$ cat src/rtl/clock_alarm_ctrl_if.sv
// Board-side signal bundle for clock_alarm_ctrl.
//   slave  : the controller (reads buttons/switches, drives digits/buzzer/status)
//   master : the board or bench (drives buttons/switches, observes outputs)
// Signals:
//   button_i        raw active-low buttons: [0] mode, [1] inc, [2] dec, [3] stop
//   switch_i        [0] alarm enable, [7:1] unused
//   svsd0_o..5_o    BCD digits ss(units,tens) mm(units,tens) hh(units,tens); 4'hF = blank
//   buzzer_o        buzzer/LED bank
//   mode_o          current setting mode
//   ring_o          alarm ringing
interface clock_alarm_ctrl_if;
  logic [3:0] button_i;
  logic [7:0] switch_i;
  logic [3:0] svsd0_o;
  logic [3:0] svsd1_o;
  logic [3:0] svsd2_o;
  logic [3:0] svsd3_o;
  logic [3:0] svsd4_o;
  logic [3:0] svsd5_o;
  logic [9:0] buzzer_o;
  logic [2:0] mode_o;
  logic       ring_o;

  modport slave (
    input  button_i, switch_i,
    output svsd0_o, svsd1_o, svsd2_o, svsd3_o, svsd4_o, svsd5_o,
    output buzzer_o, mode_o, ring_o
  );

  modport master (
    output button_i, switch_i,
    input  svsd0_o, svsd1_o, svsd2_o, svsd3_o, svsd4_o, svsd5_o,
    input  buzzer_o, mode_o, ring_o
  );
endinterface

$ cat src/rtl/clock_alarm_ctrl.sv
// Timekeeping and alarm controller: keeps HH:MM:SS in BCD, debounces the four
// setting buttons, runs the mode FSM (RUN/SET_TH/SET_TM/SET_AH/SET_AM) and
// rings the buzzer bank for a bounded time when the alarm time is reached.
// Ports:
//   clk_clk        system clock
//   reset_reset_n  asynchronous active-low reset
//   bus            board I/O bundle (clock_alarm_ctrl_if.slave)
module clock_alarm_ctrl #(
  parameter int unsigned TICKS_PER_SEC = 50_000_000,
  parameter int unsigned DEBOUNCE_CYC  = 1_000_000,
  parameter int unsigned ALARM_LEN_S   = 60
) (
  input  logic               clk_clk,
  input  logic               reset_reset_n,
  clock_alarm_ctrl_if.slave  bus
);

  typedef enum logic [2:0] {
    RUN    = 3'd0,
    SET_TH = 3'd1,
    SET_TM = 3'd2,
    SET_AH = 3'd3,
    SET_AM = 3'd4
  } mode_e;

  localparam int PW = $clog2(TICKS_PER_SEC);
  localparam int DW = $clog2(DEBOUNCE_CYC + 1);
  localparam int RW = $clog2(ALARM_LEN_S + 1);
  localparam logic [PW-1:0] PRESC_MAX  = PW'(TICKS_PER_SEC - 1);
  localparam logic [PW-1:0] PRESC_HALF = PW'(TICKS_PER_SEC / 2);
  localparam logic [DW-1:0] DB_MAX     = DW'(DEBOUNCE_CYC);
  localparam logic [RW-1:0] RING_MAX   = RW'(ALARM_LEN_S - 1);

  // Step a two-digit BCD value up or down by one, wrapping between 00 and top.
  function automatic logic [7:0] bcd_step(input logic [7:0] v, input logic up,
                                          input logic [7:0] top);
    logic [7:0] r;
    if (up) begin
      if (v == top)              r = 8'h00;
      else if (v[3:0] == 4'd9)   r = {v[7:4] + 4'd1, 4'd0};
      else                       r = {v[7:4], v[3:0] + 4'd1};
    end else begin
      if (v == 8'h00)            r = top;
      else if (v[3:0] == 4'd0)   r = {v[7:4] - 4'd1, 4'd9};
      else                       r = {v[7:4], v[3:0] - 4'd1};
    end
    return r;
  endfunction

  // ---------------- button synchronizer + debouncer ----------------
  logic [3:0]    sync1_q, sync2_q, stable_q, press_q;
  logic [DW-1:0] db_cnt_q [4];

  // NOTE: every register here has an asynchronous reset (there is no RAM-style
  // storage), and sequential state is written with <= only so all flops update
  // together from the values they held before the edge.
  always_ff @(posedge clk_clk or negedge reset_reset_n) begin
    if (!reset_reset_n) begin
      sync1_q  <= '1;
      sync2_q  <= '1;
      stable_q <= '1;
      press_q  <= '0;
      for (int i = 0; i < 4; i++) db_cnt_q[i] <= '0;
    end else begin
      sync1_q <= bus.button_i;
      sync2_q <= sync1_q;
      press_q <= '0;
      for (int i = 0; i < 4; i++) begin
        if (sync2_q[i] == stable_q[i]) begin
          db_cnt_q[i] <= '0;                  // no pending change: restart
        end else if (db_cnt_q[i] == DB_MAX) begin
          stable_q[i] <= sync2_q[i];
          db_cnt_q[i] <= '0;
          press_q[i]  <= stable_q[i];         // pulse only on a 1->0 (press)
        end else begin
          db_cnt_q[i] <= db_cnt_q[i] + 1'b1;
        end
      end
    end
  end

  logic mode_p, inc_p, dec_p, stop_p;
  assign mode_p = press_q[0];
  assign inc_p  = press_q[1];
  assign dec_p  = press_q[2];
  assign stop_p = press_q[3];

  // ---------------- mode FSM ----------------
  mode_e state_q, state_d;

  always_ff @(posedge clk_clk or negedge reset_reset_n) begin
    if (!reset_reset_n) state_q <= RUN;
    else                state_q <= state_d;
  end

  // NOTE: outputs of every always_comb get a default first so no path leaves
  // them unassigned, which would otherwise infer a latch.
  always_comb begin
    state_d = state_q;
    if (mode_p) begin
      unique case (state_q)
        RUN:     state_d = SET_TH;
        SET_TH:  state_d = SET_TM;
        SET_TM:  state_d = SET_AH;
        SET_AH:  state_d = SET_AM;
        default: state_d = RUN;
      endcase
    end
  end

  // ---------------- timekeeping, editing, alarm ----------------
  logic [7:0]    hh_q, mm_q, ss_q, al_hh_q, al_mm_q;
  logic [PW-1:0] presc_q;
  logic          ring_q;
  logic [RW-1:0] ring_cnt_q;

  logic       alarm_en, time_frozen, enter_set, tick, edit, ss_wrap, mm_wrap;
  logic [7:0] ss_n, mm_n, hh_n;
  logic       alarm_hit, ring_stop;

  assign alarm_en    = bus.switch_i[0];
  assign time_frozen = (state_q == SET_TH) || (state_q == SET_TM);
  // Entering SET_TH restarts the second, so a tick on that same edge is dropped.
  assign enter_set   = mode_p && (state_q == RUN);
  assign tick        = !time_frozen && !enter_set && (presc_q == PRESC_MAX);
  // Mode wins over edits; inc and dec together cancel.
  assign edit        = !mode_p && (inc_p ^ dec_p);

  assign ss_wrap = (ss_q == 8'h59);
  assign mm_wrap = (mm_q == 8'h59);
  assign ss_n    = bcd_step(ss_q, 1'b1, 8'h59);
  assign mm_n    = ss_wrap ? bcd_step(mm_q, 1'b1, 8'h59) : mm_q;
  assign hh_n    = (ss_wrap && mm_wrap) ? bcd_step(hh_q, 1'b1, 8'h23) : hh_q;

  assign alarm_hit = tick && (state_q == RUN) && alarm_en &&
                     (hh_n == al_hh_q) && (mm_n == al_mm_q) && (ss_n == 8'h00);
  // Any clear condition beats a simultaneous set.
  assign ring_stop = stop_p || !alarm_en || mode_p ||
                     (ring_q && tick && (ring_cnt_q == RING_MAX));

  always_ff @(posedge clk_clk or negedge reset_reset_n) begin
    if (!reset_reset_n) begin
      hh_q       <= '0;
      mm_q       <= '0;
      ss_q       <= '0;
      al_hh_q    <= '0;
      al_mm_q    <= '0;
      presc_q    <= '0;
      ring_q     <= 1'b0;
      ring_cnt_q <= '0;
    end else begin
      if (time_frozen || enter_set || presc_q == PRESC_MAX) presc_q <= '0;
      else                                                    presc_q <= presc_q + 1'b1;

      if (tick) begin
        ss_q <= ss_n;
        mm_q <= mm_n;
        hh_q <= hh_n;
      end else if (enter_set) begin
        ss_q <= 8'h00;
      end else if (edit && state_q == SET_TH) begin
        hh_q <= bcd_step(hh_q, inc_p, 8'h23);
      end else if (edit && state_q == SET_TM) begin
        mm_q <= bcd_step(mm_q, inc_p, 8'h59);
      end

      if (edit && state_q == SET_AH) al_hh_q <= bcd_step(al_hh_q, inc_p, 8'h23);
      if (edit && state_q == SET_AM) al_mm_q <= bcd_step(al_mm_q, inc_p, 8'h59);

      if (ring_stop) begin
        ring_q     <= 1'b0;
        ring_cnt_q <= '0;
      end else if (alarm_hit) begin
        ring_q     <= 1'b1;
        ring_cnt_q <= '0;
      end else if (ring_q && tick) begin
        ring_cnt_q <= ring_cnt_q + 1'b1;
      end
    end
  end

  // ---------------- output decode (registers only) ----------------
  logic unused_switch;
  assign unused_switch = ^bus.switch_i[7:1];

  logic show_alarm;
  assign show_alarm = (state_q == SET_AH) || (state_q == SET_AM);

  assign bus.svsd0_o  = show_alarm ? 4'hF        : ss_q[3:0];
  assign bus.svsd1_o  = show_alarm ? 4'hF        : ss_q[7:4];
  assign bus.svsd2_o  = show_alarm ? al_mm_q[3:0] : mm_q[3:0];
  assign bus.svsd3_o  = show_alarm ? al_mm_q[7:4] : mm_q[7:4];
  assign bus.svsd4_o  = show_alarm ? al_hh_q[3:0] : hh_q[3:0];
  assign bus.svsd5_o  = show_alarm ? al_hh_q[7:4] : hh_q[7:4];
  assign bus.buzzer_o = (ring_q && presc_q < PRESC_HALF) ? 10'h3FF : 10'h000;
  assign bus.mode_o   = state_q;
  assign bus.ring_o   = ring_q;

endmodule

$ cat src/flat_wrapper.sv
// flat-port wrapper written by rule: the top's interface ports become plain ports
module clock_alarm_ctrl_flat 
#(
  parameter int unsigned TICKS_PER_SEC = 50_000_000,
  parameter int unsigned DEBOUNCE_CYC  = 1_000_000,
  parameter int unsigned ALARM_LEN_S   = 60
)
  (clk_clk, reset_reset_n, bus_button_i, bus_switch_i, bus_svsd0_o, bus_svsd1_o, bus_svsd2_o, bus_svsd3_o, bus_svsd4_o, bus_svsd5_o, bus_buzzer_o, bus_mode_o, bus_ring_o);
  clock_alarm_ctrl_if bus_i ();
  input  logic clk_clk;
  input  logic reset_reset_n;
  input wire logic [$bits(bus_i.button_i)-1:0] bus_button_i;
  input wire logic [$bits(bus_i.switch_i)-1:0] bus_switch_i;
  output wire logic [$bits(bus_i.svsd0_o)-1:0] bus_svsd0_o;
  output wire logic [$bits(bus_i.svsd1_o)-1:0] bus_svsd1_o;
  output wire logic [$bits(bus_i.svsd2_o)-1:0] bus_svsd2_o;
  output wire logic [$bits(bus_i.svsd3_o)-1:0] bus_svsd3_o;
  output wire logic [$bits(bus_i.svsd4_o)-1:0] bus_svsd4_o;
  output wire logic [$bits(bus_i.svsd5_o)-1:0] bus_svsd5_o;
  output wire logic [$bits(bus_i.buzzer_o)-1:0] bus_buzzer_o;
  output wire logic [$bits(bus_i.mode_o)-1:0] bus_mode_o;
  output wire logic [$bits(bus_i.ring_o)-1:0] bus_ring_o;
  assign bus_i.button_i = bus_button_i;
  assign bus_i.switch_i = bus_switch_i;
  assign bus_svsd0_o = bus_i.svsd0_o;
  assign bus_svsd1_o = bus_i.svsd1_o;
  assign bus_svsd2_o = bus_i.svsd2_o;
  assign bus_svsd3_o = bus_i.svsd3_o;
  assign bus_svsd4_o = bus_i.svsd4_o;
  assign bus_svsd5_o = bus_i.svsd5_o;
  assign bus_buzzer_o = bus_i.buzzer_o;
  assign bus_mode_o = bus_i.mode_o;
  assign bus_ring_o = bus_i.ring_o;
  clock_alarm_ctrl #(.TICKS_PER_SEC(TICKS_PER_SEC), .DEBOUNCE_CYC(DEBOUNCE_CYC), .ALARM_LEN_S(ALARM_LEN_S)) u_core (.clk_clk(clk_clk), .reset_reset_n(reset_reset_n), .bus(bus_i));
endmodule
$ cat config.mk
export PLATFORM = sky130hd
export DESIGN_NAME = clock_alarm_ctrl_flat
export DESIGN_NICKNAME = d
export VERILOG_FILES = /design/src/rtl/clock_alarm_ctrl_if.sv /design/src/rtl/clock_alarm_ctrl.sv /design/src/flat_wrapper.sv
export SDC_FILE = /design/constraint.sdc
export NUM_CORES = 1
export LEC_CHECK = 0
export BUFFER_PORTS_ARGS = -buffer_cell sky130_fd_sc_hd__buf_2
export CORE_ASPECT_RATIO = 1.1
export CORE_UTILIZATION = 40
export DETAILED_ROUTE_END_ITERATION = 12
export PLACE_DENSITY = 0.56
export SYNTH_ARGS = -nofsm -noshare
export SYNTH_HDL_FRONTEND = slang
export SYNTH_SLANG_ARGS = --single-unit
$ cat constraint.sdc
create_clock -name clk_clk -period 7.4 [get_ports clk_clk]
set_input_delay 1.11 -clock clk_clk [delete_from_list [all_inputs] [get_ports clk_clk]]
set_output_delay 1.11 -clock clk_clk [all_outputs]
set_load 0.01 [all_outputs]
==> flow_metrics.py <==
metrics = {
    "grt": {
        "grt-ovfl-total": 0,
        "grt_pass1_wl_um": 40800,
        "grt_max_degree": 82,
        "antenna_found_initial": 0,
        "grt_usage_pct": 18.5,
        "first_global_vias": 8231,
    },
    "floorplanning": {
        "die_area_sq_mm": 0.0273,
        "die_x_um": 158,
        "die_h_um": 173,
        "rows": 62,
        "boundaryPins": 52,
        "start_util_pct": 40.7,
        "core-area_sq_mm": 0.0261,
    },
    "critical_path": {
        "slowest_delay_ns": 0.86,
        "path_buf_inv": 1,
        "cp_max_fo": 14,
        "crit_slowest_cell": "nor4_2",
        "reg2reg_slack_ns": 3.60,
        "worstPathCellList": "inv_1, ha_1, nand3b_1, nor4_2, nand2_1, o31ai_1, xnor2_1, nand4_1, o21ai_2, nor2_1",
        "worstPathArrival_ns": 4.11,
        "cp.required_ns": 7.71,
        "path_class": "register to register",
        "start_kind": "register",
        "critPathTopFamily": "simple AND/OR/NAND/NOR gates",
        "crit_path_end_kind": "register",
    },
    "placement": {
        "gp_congestion": 0.838,
        "post-place-ws_ns": 3.59,
        "dpl.hpwl_um": 16300,
        "port_buffers": 44,
    },
    "clock_network": {
        "worstSkewPairLatency_ns": 0.44,
        "cts_tree": "built",
        "post_cts.repair.setup_buffers": 0,
        "clock_sinks": 172,
        "clockBufferDepth": 2,
        "cts_inserted_buffers": 17,
        "cts_hold_buf": 0,
        "clk_pin_slew_worst_paths_ns": 0.07,
        "root_buffer": "clkbuf_16",
        "htreeDepth": 4,
        "cts_resized": 0,
    },
    "synth": {
        "synth_area_leaders": "dfrtp_1 38%, nor2_1 6.7%, xor2_1 5.1%",
        "ys_warn_count": 0,
        "synth_top_area_cell": "dfrtp_1",
        "syn_area_sq_mm": 0.0106,
        "synthCells": 1225,
        "ys_types": 75,
        "syn_nets": 1281,
        "yosysSeqAreaShare_pct": 40.6,
        "async_flop_share_pct": 100,
        "yosys.area.top_type_share_pct": 37.6,
        "synth_area_per_cell_sq_um": 8.69,
        "synth-main-ff-cell": "dfrtp_1",
        "synth_edf_count": 0,
        "synth.most_common_cell": "nor2_1",
        "synth_seq_cells": 172,
        "synth_common_cells": "189 x nor2_1, 160 x dfrtp_1, 107 x nand2_1",
    },
    "timing": {
        "fin_crit_sh_pct": 51.4,
        "drv_slew": 0,
        "fmax_mhz": 263,
        "finClkSkew_ns": 0.0192,
        "finalSetupViolCount": 0,
        "rsz0062_at_grt": "no",
        "hold_violations": 0,
        "tightest_slew_ns": 0.817,
        "setup_ws_ns": 3.60,
        "fin_setup_tns_ns": 0,
        "relSlewSlack_pct": 45.1,
        "period_minus_slack_ns": 3.80,
    },
    "layout": {
        "fillers": 2586,
        "drive_gt1_share_pct": 10.1,
        "antenna_cells": 0,
        "syn2layout_area_growth_pct": 9.95,
        "final_util_pct": 44.8,
        "multiInputGateArea_sq_mm": 0.00588,
        "ff_latch_area_sq_mm": 0.00432,
        "nets": 1286,
    },
    "status": {
        "status": "completed",
    },
    "power_and_ir_drop": {
        "p_leak_nw": 5.02,
        "ir_drop_v": 0.000127,
        "cellPowerDensity_mw_per_mm2": 167,
    },
    "detailed_routing": {
        "via_per_inst": 5.36,
        "drc": 0,
        "drt-wirelength-per-cell_um": 14.9,
        "drtAntennaViolNets": 0,
        "vias": 8549,
        "dr.first_iter.drc_count": 407,
        "firstDrtPassIters": 5,
        "wl_um": 23700,
    },
    "job": {
        "cap_violations": 0,
    },
    "hold_path": {
        "hold_path.class": "register to register",
    },
}
## area by class of cell
cell class	instances	share of cell area [%]
Inverter	42	1.35
Tap cell	352	3.76
Clock inverter	14	1.68
Sequential cell	172	36.9
Multi-Input combinational cell	947	50.2
Timing Repair Buffer	50	2.34
Clock buffer	18	3.75
## path summary, 6_finish.rpt
check | startpoint | end | cells after the start
setup / recovery | u_core.mm_q[1] | u_core.ring_cnt_q[5] | 10
hold / removal | u_core.sync1_q[3] | u_core.sync2_q[3] | 0
setup reg to reg | u_core.mm_q[1] | u_core.ring_cnt_q[5] | 10
hold reg to reg | u_core.sync1_q[3] | u_core.sync2_q[3] | 0
max in group asynchronous | reset_reset_n | u_core.db_cnt_q[58] | 2
min in group asynchronous | reset_reset_n | u_core.presc_q[22] | 1
## state kept, by name, indices dropped and copies added (netlist names)
register and count:
u_core.bus.mode_o 3, u_core.sync2_q 4, u_core.bus.ring_o 1, u_core.sync1_q 4, u_core.ss_q 8, u_core.db_cnt_q 80, u_core.stable_q 4, u_core.hh_q 8
u_core.press_q 4, u_core.mm_q 8, u_core.al_hh_q 8, u_core.ring_cnt_q 6, u_core.presc_q 26, u_core.al_mm_q 8
## per-stage QoR
step                      total power [mW]  hold WS, ns  instance area [sq um]  cells
after floorplan                      0.990        0.345                  10600   1225
after global placement                1.02        0.345                  11100   1563
after detailed placement              1.02        0.347                  11100   1563
after CTS                             1.99        0.349                  11700   1595
after global routing                  2.03        0.357                  11700   1595
final                                 1.96        0.348                  11700   1595
## report_power, final
group | leakage, nW | switching (mW) | internal [mW]
combinational | 2.38 | 0.0317 | 0.00959
clock | 0.308 | 0.434 | 0.528
sequential | 2.34 | 0.00792 | 0.949
total | 5.02 | 0.474 | 1.49
## metal layers
| layer | up-vias | share of wire [%] | GRT usage [%] |
|---|---|---|---|
| li1 | 4287 | - | - |
| met3 | 31 | 2.8 | 2.78 |
| met1 | 4089 | 48 | 24.9 |
| met5 | - | 0 | 0 |
| met2 | 142 | 47 | 30.0 |
| met4 | 0 | 2.0 | 6.43 |
## layout by cell type, fill, tap and decap left out, types with 6 or more instances in the layout
cell type	instances
nor2b_1	8
a221oi_1	6
clkbuf_16	17
buf_4	6
a31oi_1	9
mux2_2	11
inv_1	42
ha_1	42
nand2b_1	14
and4_1	8
nand3b_1	7
dfrtp_1	159
and3_1	28
nor3b_1	8
a311oi_1	6
and3b_1	8
nor4_1	14
nand2_1	107
o21ai_0	57
nand4_1	25
dfstp_2	12
nor2_1	189
a211oi_1	12
xnor2_1	58
or2_2	9
a21oi_1	63
buf_2	43
and2_1	11
nand3_1	55
o31ai_1	11
xor2_1	62
or3_1	10
nor3_1	31
o22ai_1	6
## cells by family (layout without fill, tap and decap cells)
| kind of cell | Yosys count | after routing | synth area share (%) |
|---|---|---|---|
| AOI/OAI and AO/OA | 215 | 215 | 12.9 |
| buffers and inverters | 106 | 124 | 4.25 |
| DFF | 172 | 172 | 40.6 |
| adders and majority gates | 42 | 42 | 4.93 |
| and+or+nand+nor | 554 | 554 | 25.9 |
| xor gates and xnor gates | 120 | 120 | 9.87 |
| muxes | 16 | 16 | 1.63 |
Note: power is estimated with default switching activity, not from simulation.
